### config.mk
export PLATFORM = sky130hd
export DESIGN_NAME = pulse_period_meter
export DESIGN_NICKNAME = d
export VERILOG_FILES = /design/src/rtl/pulse_meter_pkg.sv /design/src/rtl/pulse_window_cmp.sv /design/src/rtl/pulse_period_meter.sv
export SDC_FILE = /design/constraint.sdc
export NUM_CORES = 1
export LEC_CHECK = 0
export CELL_PAD_IN_SITES_DETAIL_PLACEMENT = 0
export CELL_PAD_IN_SITES_GLOBAL_PLACEMENT = 1
export CORE_UTILIZATION = 43
export CTS_CLUSTER_DIAMETER = 150
export DETAILED_ROUTE_END_ITERATION = 7
export PLACE_DENSITY = 0.82
export SLEW_MARGIN = 20
export SYNTH_ARGS = -nofsm -noshare
export SYNTH_HDL_FRONTEND = slang
export SYNTH_HIERARCHICAL = 1
export SYNTH_SLANG_ARGS = --single-unit
### constraint.sdc
create_clock -name sys_clk -period 3.4 [get_ports sys_clk]
set_input_delay 0.34 -clock sys_clk [delete_from_list [all_inputs] [get_ports sys_clk]]
set_output_delay 0.34 -clock sys_clk [all_outputs]
set_load 0.01 [all_outputs]
### src/rtl/pulse_meter_pkg.sv
// Shared types and widths for the pulse period meter.
package pulse_meter_pkg;

  typedef enum logic [1:0] {
    IDLE = 2'd0,
    MEAS = 2'd1,
    TOUT = 2'd2
  } meter_state_e;

  localparam int CNT_W  = 32;
  localparam int STAT_W = 16;

  // Saturating increment for the statistics counters.
  function automatic logic [STAT_W-1:0] sat_inc(input logic [STAT_W-1:0] v);
    return (v == '1) ? v : v + 1'b1;
  endfunction

endpackage

### src/rtl/pulse_window_cmp.sv
// Combinational check that value lies in [target - tol, target + tol], unsigned.
module pulse_window_cmp
  import pulse_meter_pkg::*;
(
  input  logic [CNT_W-1:0] value,
  input  logic [CNT_W-1:0] target,
  input  logic [CNT_W-1:0] tol,
  output logic             in_win
);

  logic [CNT_W-1:0] lo;
  logic [CNT_W-1:0] hi;

  assign lo     = target - tol;
  assign hi     = target + tol;
  assign in_win = (value >= lo) && (value <= hi);

endmodule

### src/rtl/pulse_period_meter.sv
// Measures the interval between rising edges of pulse_in and classifies it as 1 s/2 s/4 s.
// Optional saturating good/error statistics are built when PULSE_PERIOD_METER_STATS_EN is defined.
module pulse_period_meter
  import pulse_meter_pkg::*;
#(
  parameter int unsigned CLK_HZ         = 50_000_000,
  parameter int unsigned TOL_CYCLES     = 50_000,
  parameter int unsigned TIMEOUT_CYCLES = 250_000_000
) (
  input  logic              sys_clk,
  input  logic              rst,
  input  logic              pulse_in,
  output logic              meas_valid,
  output logic [CNT_W-1:0]  meas_cycles,
  output logic              class_1s,
  output logic              class_2s,
  output logic              class_4s,
  output logic              class_err,
  output logic              timeout,
  output logic [STAT_W-1:0] good_count,
  output logic [STAT_W-1:0] err_count,
  output logic [1:0]        dbg_state
);

  localparam logic [CNT_W-1:0] TGT_1S  = CNT_W'(CLK_HZ);
  localparam logic [CNT_W-1:0] TGT_2S  = CNT_W'(2 * CLK_HZ);
  localparam logic [CNT_W-1:0] TGT_4S  = CNT_W'(4 * CLK_HZ);
  localparam logic [CNT_W-1:0] TOL     = CNT_W'(TOL_CYCLES);
  localparam logic [CNT_W-1:0] TO_LAST = CNT_W'(TIMEOUT_CYCLES - 1);

  meter_state_e     state_q, state_d;
  logic [CNT_W-1:0] cnt_q, cnt_d;
  logic             pulse_d_q;
  logic             meas_valid_q, meas_valid_d;
  logic [CNT_W-1:0] meas_cycles_q, meas_cycles_d;
  logic             class_1s_q, class_1s_d;
  logic             class_2s_q, class_2s_d;
  logic             class_4s_q, class_4s_d;
  logic             class_err_q, class_err_d;
  logic             timeout_q, timeout_d;

  logic             rise_w;
  logic [CNT_W-1:0] n_val;
  logic             in_1s, in_2s, in_4s;

  assign rise_w = pulse_in & ~pulse_d_q;
  assign n_val  = cnt_q + 1'b1;

  pulse_window_cmp u_win_1s (.value(n_val), .target(TGT_1S), .tol(TOL), .in_win(in_1s));
  pulse_window_cmp u_win_2s (.value(n_val), .target(TGT_2S), .tol(TOL), .in_win(in_2s));
  pulse_window_cmp u_win_4s (.value(n_val), .target(TGT_4S), .tol(TOL), .in_win(in_4s));

  always_comb begin
    state_d       = state_q;
    cnt_d         = cnt_q;
    meas_valid_d  = 1'b0;
    meas_cycles_d = meas_cycles_q;
    class_1s_d    = class_1s_q;
    class_2s_d    = class_2s_q;
    class_4s_d    = class_4s_q;
    class_err_d   = class_err_q;
    timeout_d     = timeout_q;
    case (state_q)
      IDLE: begin
        if (rise_w) begin
          cnt_d   = '0;
          state_d = MEAS;
        end
      end
      MEAS: begin
        cnt_d = n_val;
        // An edge on the timeout cycle still counts as a (late) measurement.
        if (rise_w) begin
          meas_valid_d  = 1'b1;
          meas_cycles_d = n_val;
          class_1s_d    = in_1s;
          class_2s_d    = in_2s;
          class_4s_d    = in_4s;
          class_err_d   = ~(in_1s | in_2s | in_4s);
          cnt_d         = '0;
        end else if (cnt_q == TO_LAST) begin
          timeout_d = 1'b1;
          cnt_d     = cnt_q;
          state_d   = TOUT;
        end
      end
      TOUT: begin
        if (rise_w) begin
          timeout_d = 1'b0;
          cnt_d     = '0;
          state_d   = MEAS;
        end
      end
      default: state_d = IDLE;
    endcase
  end

  always_ff @(posedge sys_clk) begin
    if (rst) begin
      state_q       <= IDLE;
      cnt_q         <= '0;
      pulse_d_q     <= 1'b0;
      meas_valid_q  <= 1'b0;
      meas_cycles_q <= '0;
      class_1s_q    <= 1'b0;
      class_2s_q    <= 1'b0;
      class_4s_q    <= 1'b0;
      class_err_q   <= 1'b0;
      timeout_q     <= 1'b0;
    end else begin
      state_q       <= state_d;
      cnt_q         <= cnt_d;
      pulse_d_q     <= pulse_in;
      meas_valid_q  <= meas_valid_d;
      meas_cycles_q <= meas_cycles_d;
      class_1s_q    <= class_1s_d;
      class_2s_q    <= class_2s_d;
      class_4s_q    <= class_4s_d;
      class_err_q   <= class_err_d;
      timeout_q     <= timeout_d;
    end
  end

`ifdef PULSE_PERIOD_METER_STATS_EN
  logic [STAT_W-1:0] good_count_q, good_count_d;
  logic [STAT_W-1:0] err_count_q, err_count_d;
  logic              meas_now, good_inc, err_inc;

  assign meas_now = (state_q == MEAS) && rise_w;
  assign good_inc = meas_now && (in_1s | in_2s | in_4s);
  assign err_inc  = (meas_now && !(in_1s | in_2s | in_4s)) ||
                    ((state_q == MEAS) && !rise_w && (cnt_q == TO_LAST));

  always_comb begin
    good_count_d = good_count_q;
    err_count_d  = err_count_q;
    if (good_inc) good_count_d = sat_inc(good_count_q);
    if (err_inc)  err_count_d  = sat_inc(err_count_q);
  end

  always_ff @(posedge sys_clk) begin
    if (rst) begin
      good_count_q <= '0;
      err_count_q  <= '0;
    end else begin
      good_count_q <= good_count_d;
      err_count_q  <= err_count_d;
    end
  end

  assign good_count = good_count_q;
  assign err_count  = err_count_q;
`else
  assign good_count = '0;
  assign err_count  = '0;
`endif

  assign meas_valid  = meas_valid_q;
  assign meas_cycles = meas_cycles_q;
  assign class_1s    = class_1s_q;
  assign class_2s    = class_2s_q;
  assign class_4s    = class_4s_q;
  assign class_err   = class_err_q;
  assign timeout     = timeout_q;
  assign dbg_state   = state_q;

endmodule

==> impl_summary.txt, run 1 <==
----------------------------------------------------
[Run status]
  Run status ... complete, but fails checks
  Failing checks ... setup timing

[Clocking]
  Clk Latency, worst-skew pair ... 0.36 ns
  Maximum level of the CTS H-tree ... 3
  Library cell used as clock root buffer ... clkbuf_16
  Number of clock sinks seen by CTS ... 73
  TritonCTS clock tree ... yes
  Bufs on Longest Clock Path ... 2
  Number of clock buffers inserted by TritonCTS ... 9
  Clock-pin slew of the registers on the worst-case setup and hold paths ... 0.07 ns

[Final layout]
  Fraction of final layout cells with drive strength greater than 1 ... 12.5%
  Number of diodes ... 0
  Post-layout instance area ... 23,200 um^2
  Layout net count ... 3,457
  Area overhead of the layout relative to synthesis ... 22.6%

[Worst setup path]
  Max Fanout on Critical Path ... 4
  Crit. End Element ... register
  Category of the most critical setup path ... reg -> reg
  Arrival @ worst endpoint ... 3.79 ns
  Required time worst endpoint ... 3.68 ns
  Critical path startpoint category ... register

[Yosys]
  Share of flip-flops with an asynchronous set or reset ... 0%
  Largest cells by area after synthesis ... ha_1, xnor2_1, dfxtp_1, a21oi_1, a21o_1
  Number of synthesis warnings ... 6
  Post-Synth Adder-Cell Area ... 25.7%
  Post-Syn Area ... 18,900 um^2
  Most frequently used flop master after synthesis ... dfxtp_1
  XOR/XNOR share of the synthesized area ... 9.18%
  Most repeated cell in the gate-level netlist after synthesis ... ha_1
  Post-synthesis simple-gate area fraction ... 20.0%
  Mux share of post-synthesis cell area ... 0.159%
  Number of synthesized flops with an enable pin ... 0
  Sequential share of the synthesized area ... 7.73%
  Avg Inst Size Synth ... 7.43 um^2
  Fraction of synthesized cell area taken by the top area cell type ... 25.1%
  Seq cells post-synth ... 73
  Number of different library cells in the post-synthesis netlist ... 118
  Post-Synthesis Cells ... 2,542
  Most numerous cell types in the synthesized netlist ... ha_1, a21oi_1, nor2_1, inv_1, xnor2_1
  Cell type contributing the most total cell area after synthesis ... ha_1
  Dominant combinational cell family by area after synthesis ... compound AO/OA/AOI/OAI gates
  Post-synthesis compound-gate area fraction ... 28.7%

[STA]
  Ratio of final minimum period to clock period ... 103%
  Transition at the pin with the smallest max-transition slack ... 1.12 ns
  Unrepaired setup endpoints after global routing ... true
  Final min period ... 3.51 ns
  Number of endpoints with negative hold slack in the final report ... 0
  Fmax ... 285 MHz
  Pins Over Slew Limit ... 0
  Fin worst setup slack ... -0.109 ns
  Worst rel slew slack ... 25.6%
  Worst setup skew after layout ... 0.0112 ns
  Number of setup violations in the final report ... 4

[Global routing]
  Number of antenna violations at the first check in global routing ... 0
  Global-route wire length before repair ... 93,700 um
  Final global-route overflow total ... 0
  Pin count of the biggest net entering global routing ... 58
  Via count of the first global-routing pass ... 18,700
  Overall global routing resource usage ... 26.2%

[Route]
  Antenna-violating nets left ... 0
  Vias ... 19,400
  Drt wl/cell ... 16.2 um
  Routed wire length ... 59,200 um
  Number of iterations in the first detailed-routing pass ... 5
  DRC errors left ... 0
  Initial DRC count ... 1,049
  Average via count per standard cell ... 5.31

[Floorplan]
  Core region area ... 43,200 um^2
  Area of the die ... 44,800 um^2
  Horizontal extent of the die ... 212 um
  Io pins ... 75
  Chip height ... 212 um
  Row cnt ... 76
  Initial core utilization ... 43.8%

[Worst hold path]
  Min-delay worst type ... reg -> reg

[Power and ir drop]
  Max rail drop VDD ... 0.000211 V
  Total power after layout ... 5090 uW
  Power Density ... 220 nW/um^2
  Leakage power summed over all cells ... 0.0113 uW

[Placement]
  RePlAce Congestion ... 0.983
  Post-placement cell area ... 22,200 um^2
  Port Buffers ... 42
  Post-place setup slack ... -0.448 ns
  Post-DP HPWL ... 48,700 um

[Job]
  Maximum Capacitance Violations ... 0

----------------------------------------------------
logic make-up (layout without fill, tap and decap cells):
logic type	count (synthesis)	after routing
other	2	418
AOI/OAI and AO/OA	795	795
xor gates and xnor gates	198	198
DFF	73	73
and+or+nand+nor	741	741
buffers and inverters	345	461
adders and majority gates	385	385
muxes	3	3
timing repair:
item | CTS | global route
setup endpoints to repair | 4 | 4
cloned | 0 | 0
endpoints found under the hold margin | 0 | 0
setup buffers | 22 | 4
pin swaps | 55 | 4
hold buffers | 0 | 0
resized for setup | 101 | 9
registers in the layout, summed over array words and instances (netlist names):
register and flops:
cnt_q 32, meas_cycles 32, dbg_state 2, class_1s 1, class_2s 1, class_4s 1
class_err 1, meas_valid 1, pulse_d_q 1, timeout 1
layout make-up:
| class | count | area, um^2 |
|---|---|---|
| timing repair buffer | 236 | 1960 |
| fill | 4299 | 20000 |
| tap | 585 | 732 |
| multi-input combinational | 2540 | 17900 |
| sequential | 73 | 1490 |
| inverter | 209 | 788 |
| clock buffer | 9 | 225 |
| clock inverter | 7 | 66.3 |
worst max-delay path, stage by stage, from the launching register on:
cell	delay [ns]
dfxtp_2	0.36
nand4_1	0.18
or4_4	0.62
nor2_4	0.16
nand3_4	0.12
xnor2_4	0.30
buf_6	0.17
ha_4	0.20
a21o_1	0.16
a21o_1	0.17
a21oi_2	0.12
o21ai_1	0.07
a21oi_1	0.12
a31oi_1	0.09
a221oi_4	0.26
buf_4	0.16
nand2_2	0.03
a21oi_1	0.13
final timing paths:
check	to	slack, ns	from	cells after the start
hold / removal	meas_cycles[1]	0.46	meas_cycles[1]	2
hold reg to reg	meas_cycles[1]	0.46	meas_cycles[1]	2
setup / recovery	class_4s	-0.11	cnt_q[2]	17
setup reg to reg	class_4s	-0.11	cnt_q[2]	17
per-stage QoR:
step	util [%]	hold WS, ns	TNS (ns)	cells
final	53.7	0.464	-0.385	3659
after global placement	51.4	0.448	-1.26	3620
after global routing	53.7	0.482	-0.978	3659
after floorplan	-	0.468	0	2958
after detailed placement	51.4	0.453	-1.48	3620
after CTS	53.5	0.463	-0.0311	3655
where the power goes:
group          total, uW  internal (uW)  leakage (uW)  switching [uW]
clock                979            518      0.000146             461
sequential           886            872      0.000599            14.1
combinational       3220           1300        0.0105            1930
routing by layer:
metal	track usage, %	vias up	share of wire (%)
met4	10.5	0	3.9
met5	0	-	0
met3	1.22	110	2.5
li1	-	9844	-
met2	48.6	398	50
met1	31.3	9061	44
cell usage in the layout, fill, tap and decap left out, drive strengths merged, types with 13 or more instances in the layout:
master	instances
a21o	116
clkdlybuf4s50	41
xnor2	171
inv	211
nand4	66
a21boi	13
ha	379
o31ai	31
and2	14
o21ai	111
nor2b	36
a21oi	279
nand2	140
nand2b	30
o21bai	40
a211oi	27
conb	418
nor2	209
a31oi	30
and3	17
buf	195
xor2	27
o211ai	25
or3	20
nand3	69
nor3	67
dfxtp	73
nor4	32
o21a	15
Power figures use the tool's default switching activity.
==> inputs of run 2 (changes only) <==
--- a/config.mk
+++ b/config.mk
@@ -10,7 +10,9 @@
 export CORE_UTILIZATION = 43
 export CTS_CLUSTER_DIAMETER = 150
 export DETAILED_ROUTE_END_ITERATION = 7
+export GPL_TIMING_DRIVEN = 1
 export PLACE_DENSITY = 0.82
+export SETUP_SLACK_MARGIN = 0.1
 export SLEW_MARGIN = 20
 export SYNTH_ARGS = -nofsm -noshare
 export SYNTH_HDL_FRONTEND = slang
==> impl_summary.txt, run 2 (synthesis gave the netlist of run 1 again) <==
----------------------------------------------------
[Worst setup path]
  Crit path cell chain ... nand4_1 > buf_4 > or4_4 > nor2_4 > nand3_4 > xnor2_4 > buf_4 > buf_8 > ha_4 > nand4_1 > nor2_2 > or4b_4 > a221oi_4 > buf_4 > nand2_2 > a21oi_1
  Category of the most critical setup path ... reg -> reg
  Max Fanout on Critical Path ... 5 (+1)
  Top cell family by delay on the critical path ... simple AND/OR/NAND/NOR gates
  Buffers & Inverters on Critical Path ... 4 (+2)
  Max stage delay on crit path ... 0.50 ns (-0.12 ns)
  Arrival @ worst endpoint ... 3.97 ns (+0.18 ns)
  Critical path startpoint category ... register
  Slowest cell on the critical path ... or4b_4
  Required time worst endpoint ... 3.68 ns (about the same)
  Most repeated library cell on the critical path ... buf_4
  Crit. End Element ... register

[Final layout]
  Area overhead of the layout relative to synthesis ... 22.5% (about the same)
  Fraction of final layout cells with drive strength greater than 1 ... 12.1% (-0.40 points)
  Layout net count ... 3,450 (-0.20%)
  Most used cells in the layout excluding fill and tap cells ... conb_1, ha_1, a21oi_1
  Number of diodes ... 0 (unchanged)
  Core occupancy in the finished layout ... 53.6% (about the same)
  Most common cell after layout, fill and taps aside ... conb_1

[Route]
  DRC errors left ... 0 (unchanged)
  Vias ... 19,300 (-0.50%)
  Drt wl/cell ... 16.1 um (-0.57%)
  Average via count per standard cell ... 5.29 (-0.31%)
  Number of iterations in the first detailed-routing pass ... 5 (unchanged)
  Routed wire length ... 58,700 um (-0.76%)
  Initial DRC count ... 1,054 (+0.48%)
  Antenna-violating nets left ... 0 (unchanged)

[Global routing]
  Number of antenna violations at the first check in global routing ... 0 (unchanged)
  Final global-route overflow total ... 0 (unchanged)
  Global-route wire length before repair ... 94,700 um (+1.1%)
  Overall global routing resource usage ... 26.2% (about the same)
  Pin count of the biggest net entering global routing ... 58 (unchanged)
  Via count of the first global-routing pass ... 18,700 (-0.059%)

[Floorplan]
  Core region area ... 43,200 um^2 (unchanged)
  Area of the die ... 44,800 um^2 (unchanged)
  Io pins ... 75 (unchanged)
  Chip height ... 212 um (unchanged)
  Horizontal extent of the die ... 212 um (unchanged)
  Row cnt ... 76 (unchanged)
  Initial core utilization ... 43.8% (unchanged)

[Power and ir drop]
  Total power after layout ... 5180 uW (+1.8%)
  Power Density ... 224 nW/um^2 (+1.9%)
  Max rail drop VDD ... 0.000176 V (-17%)
  Leakage power summed over all cells ... 0.0112 uW (-0.23%)

[Placement]
  RePlAce Congestion ... 0.924 (-6.0%)
  Post-DP HPWL ... 48,400 um (-0.47%)
  Port Buffers ... 42 (unchanged)

[STA]
  Final min period ... 3.70 ns (+0.188 ns)
  Fmax ... 270 MHz (-5.1%)
  Worst setup skew after layout ... 0.0121 ns (+0.000957 ns)
  Fin worst setup slack ... -0.297 ns (-0.188 ns)
  Transition at the pin with the smallest max-transition slack ... 1.15 ns (+0.0329 ns)
  Pins Over Slew Limit ... 0 (unchanged)
  Worst rel slew slack ... 23.4% (-2.2 points)
  Number of setup violations in the final report ... 4 (unchanged)
  Ratio of final minimum period to clock period ... 109% (+5.5 points)
  Number of endpoints with negative hold slack in the final report ... 0 (unchanged)
  Setup tns final ... -0.965 ns (-0.579 ns)
  Unrepaired setup endpoints after global routing ... true

[Worst hold path]
  Min-delay worst type ... reg -> reg

[Clocking]
  Hold-fix buffers, CTS ... 0 (unchanged)
  Maximum level of the CTS H-tree ... 3 (unchanged)
  Clk Latency, worst-skew pair ... 0.36 ns (about the same)
  Library cell used as clock root buffer ... clkbuf_16
  Number of clock sinks seen by CTS ... 73 (unchanged)
  Clock-pin slew of the registers on the worst-case setup and hold paths ... 0.06 ns (about the same)
  Number of clock buffers inserted by TritonCTS ... 9 (unchanged)
  TritonCTS clock tree ... yes
  Bufs on Longest Clock Path ... 2 (unchanged)

[Job]
  Maximum Capacitance Violations ... 0 (unchanged)

[Run status]
  Failing checks ... setup timing
  Run status ... complete, but fails checks

----------------------------------------------------
[run 2: repair_timing]
action | CTS | global route
pin swaps | 20 | 18
buffers inserted | 5 | 8
resized for setup | 66 | 25
endpoints found under the setup margin | 4 | 4
[run 2: through the flow]
step / instance area, um^2 / cells / hold slack [ns] / setup WS, ns
after global placement: 22200 / 3623 / 0.456 / -0.401
after global routing: 23100 / 3652 / 0.482 / -0.418
final: 23100 / 3652 / 0.463 / -0.297
after detailed placement: 22200 / 3623 / 0.456 / -0.404
after CTS: 23000 / 3644 / 0.467 / -0.176
after floorplan: 20600 / 2958 / 0.468 / 0.107
[run 2: worst register-to-register path: stages (launching register included)]
cell and delay, ns:
dfxtp_4 0.38, nand4_1 0.16, buf_4 0.19, or4_4 0.47
nor2_4 0.14, nand3_4 0.12, xnor2_4 0.16, buf_4 0.14
buf_8 0.13, ha_4 0.26, nand4_1 0.14, nor2_2 0.17
or4b_4 0.50, a221oi_4 0.33, buf_4 0.16, nand2_2 0.04
a21oi_1 0.12
[run 2: area by class of cell]
cell class                      count  area, um^2
Fill cell                        4277       20000
Multi-Input combinational cell   2540       17900
Timing Repair Buffer              229        1870
Sequential cell                    73        1480
Inverter                          209         791
Tap cell                          585         732
Clock buffer                       10         239
Clock inverter                      6        91.3
[run 2: routing by layer]
layer | track usage [%] | up-vias | share of wire [%]
li1 | - | 9817 | -
met1 | 32.0 | 9044 | 45
met2 | 48.2 | 359 | 50
met3 | 1.35 | 96 | 2.3
met4 | 9.15 | 0 | 3.3
met5 | 0 | - | 0
[run 2: worst paths after layout]
path	slack [ns]	depth (start not counted)	endpoint	start
hold reg to reg	0.46	2	meas_cycles[12]	meas_cycles[12]
hold / removal	0.46	2	meas_cycles[12]	meas_cycles[12]
setup reg to reg	-0.30	16	class_4s	cnt_q[1]
setup / recovery	-0.30	16	class_4s	cnt_q[1]
[run 2: where the power goes]
| group | leakage (uW) | switching [uW] | internal [uW] |
|---|---|---|---|
| Sequential | 0.000599 | 15.0 | 873 |
| Combinational | 0.0105 | 1920 | 1300 |
| Clock | 0.000163 | 408 | 665 |
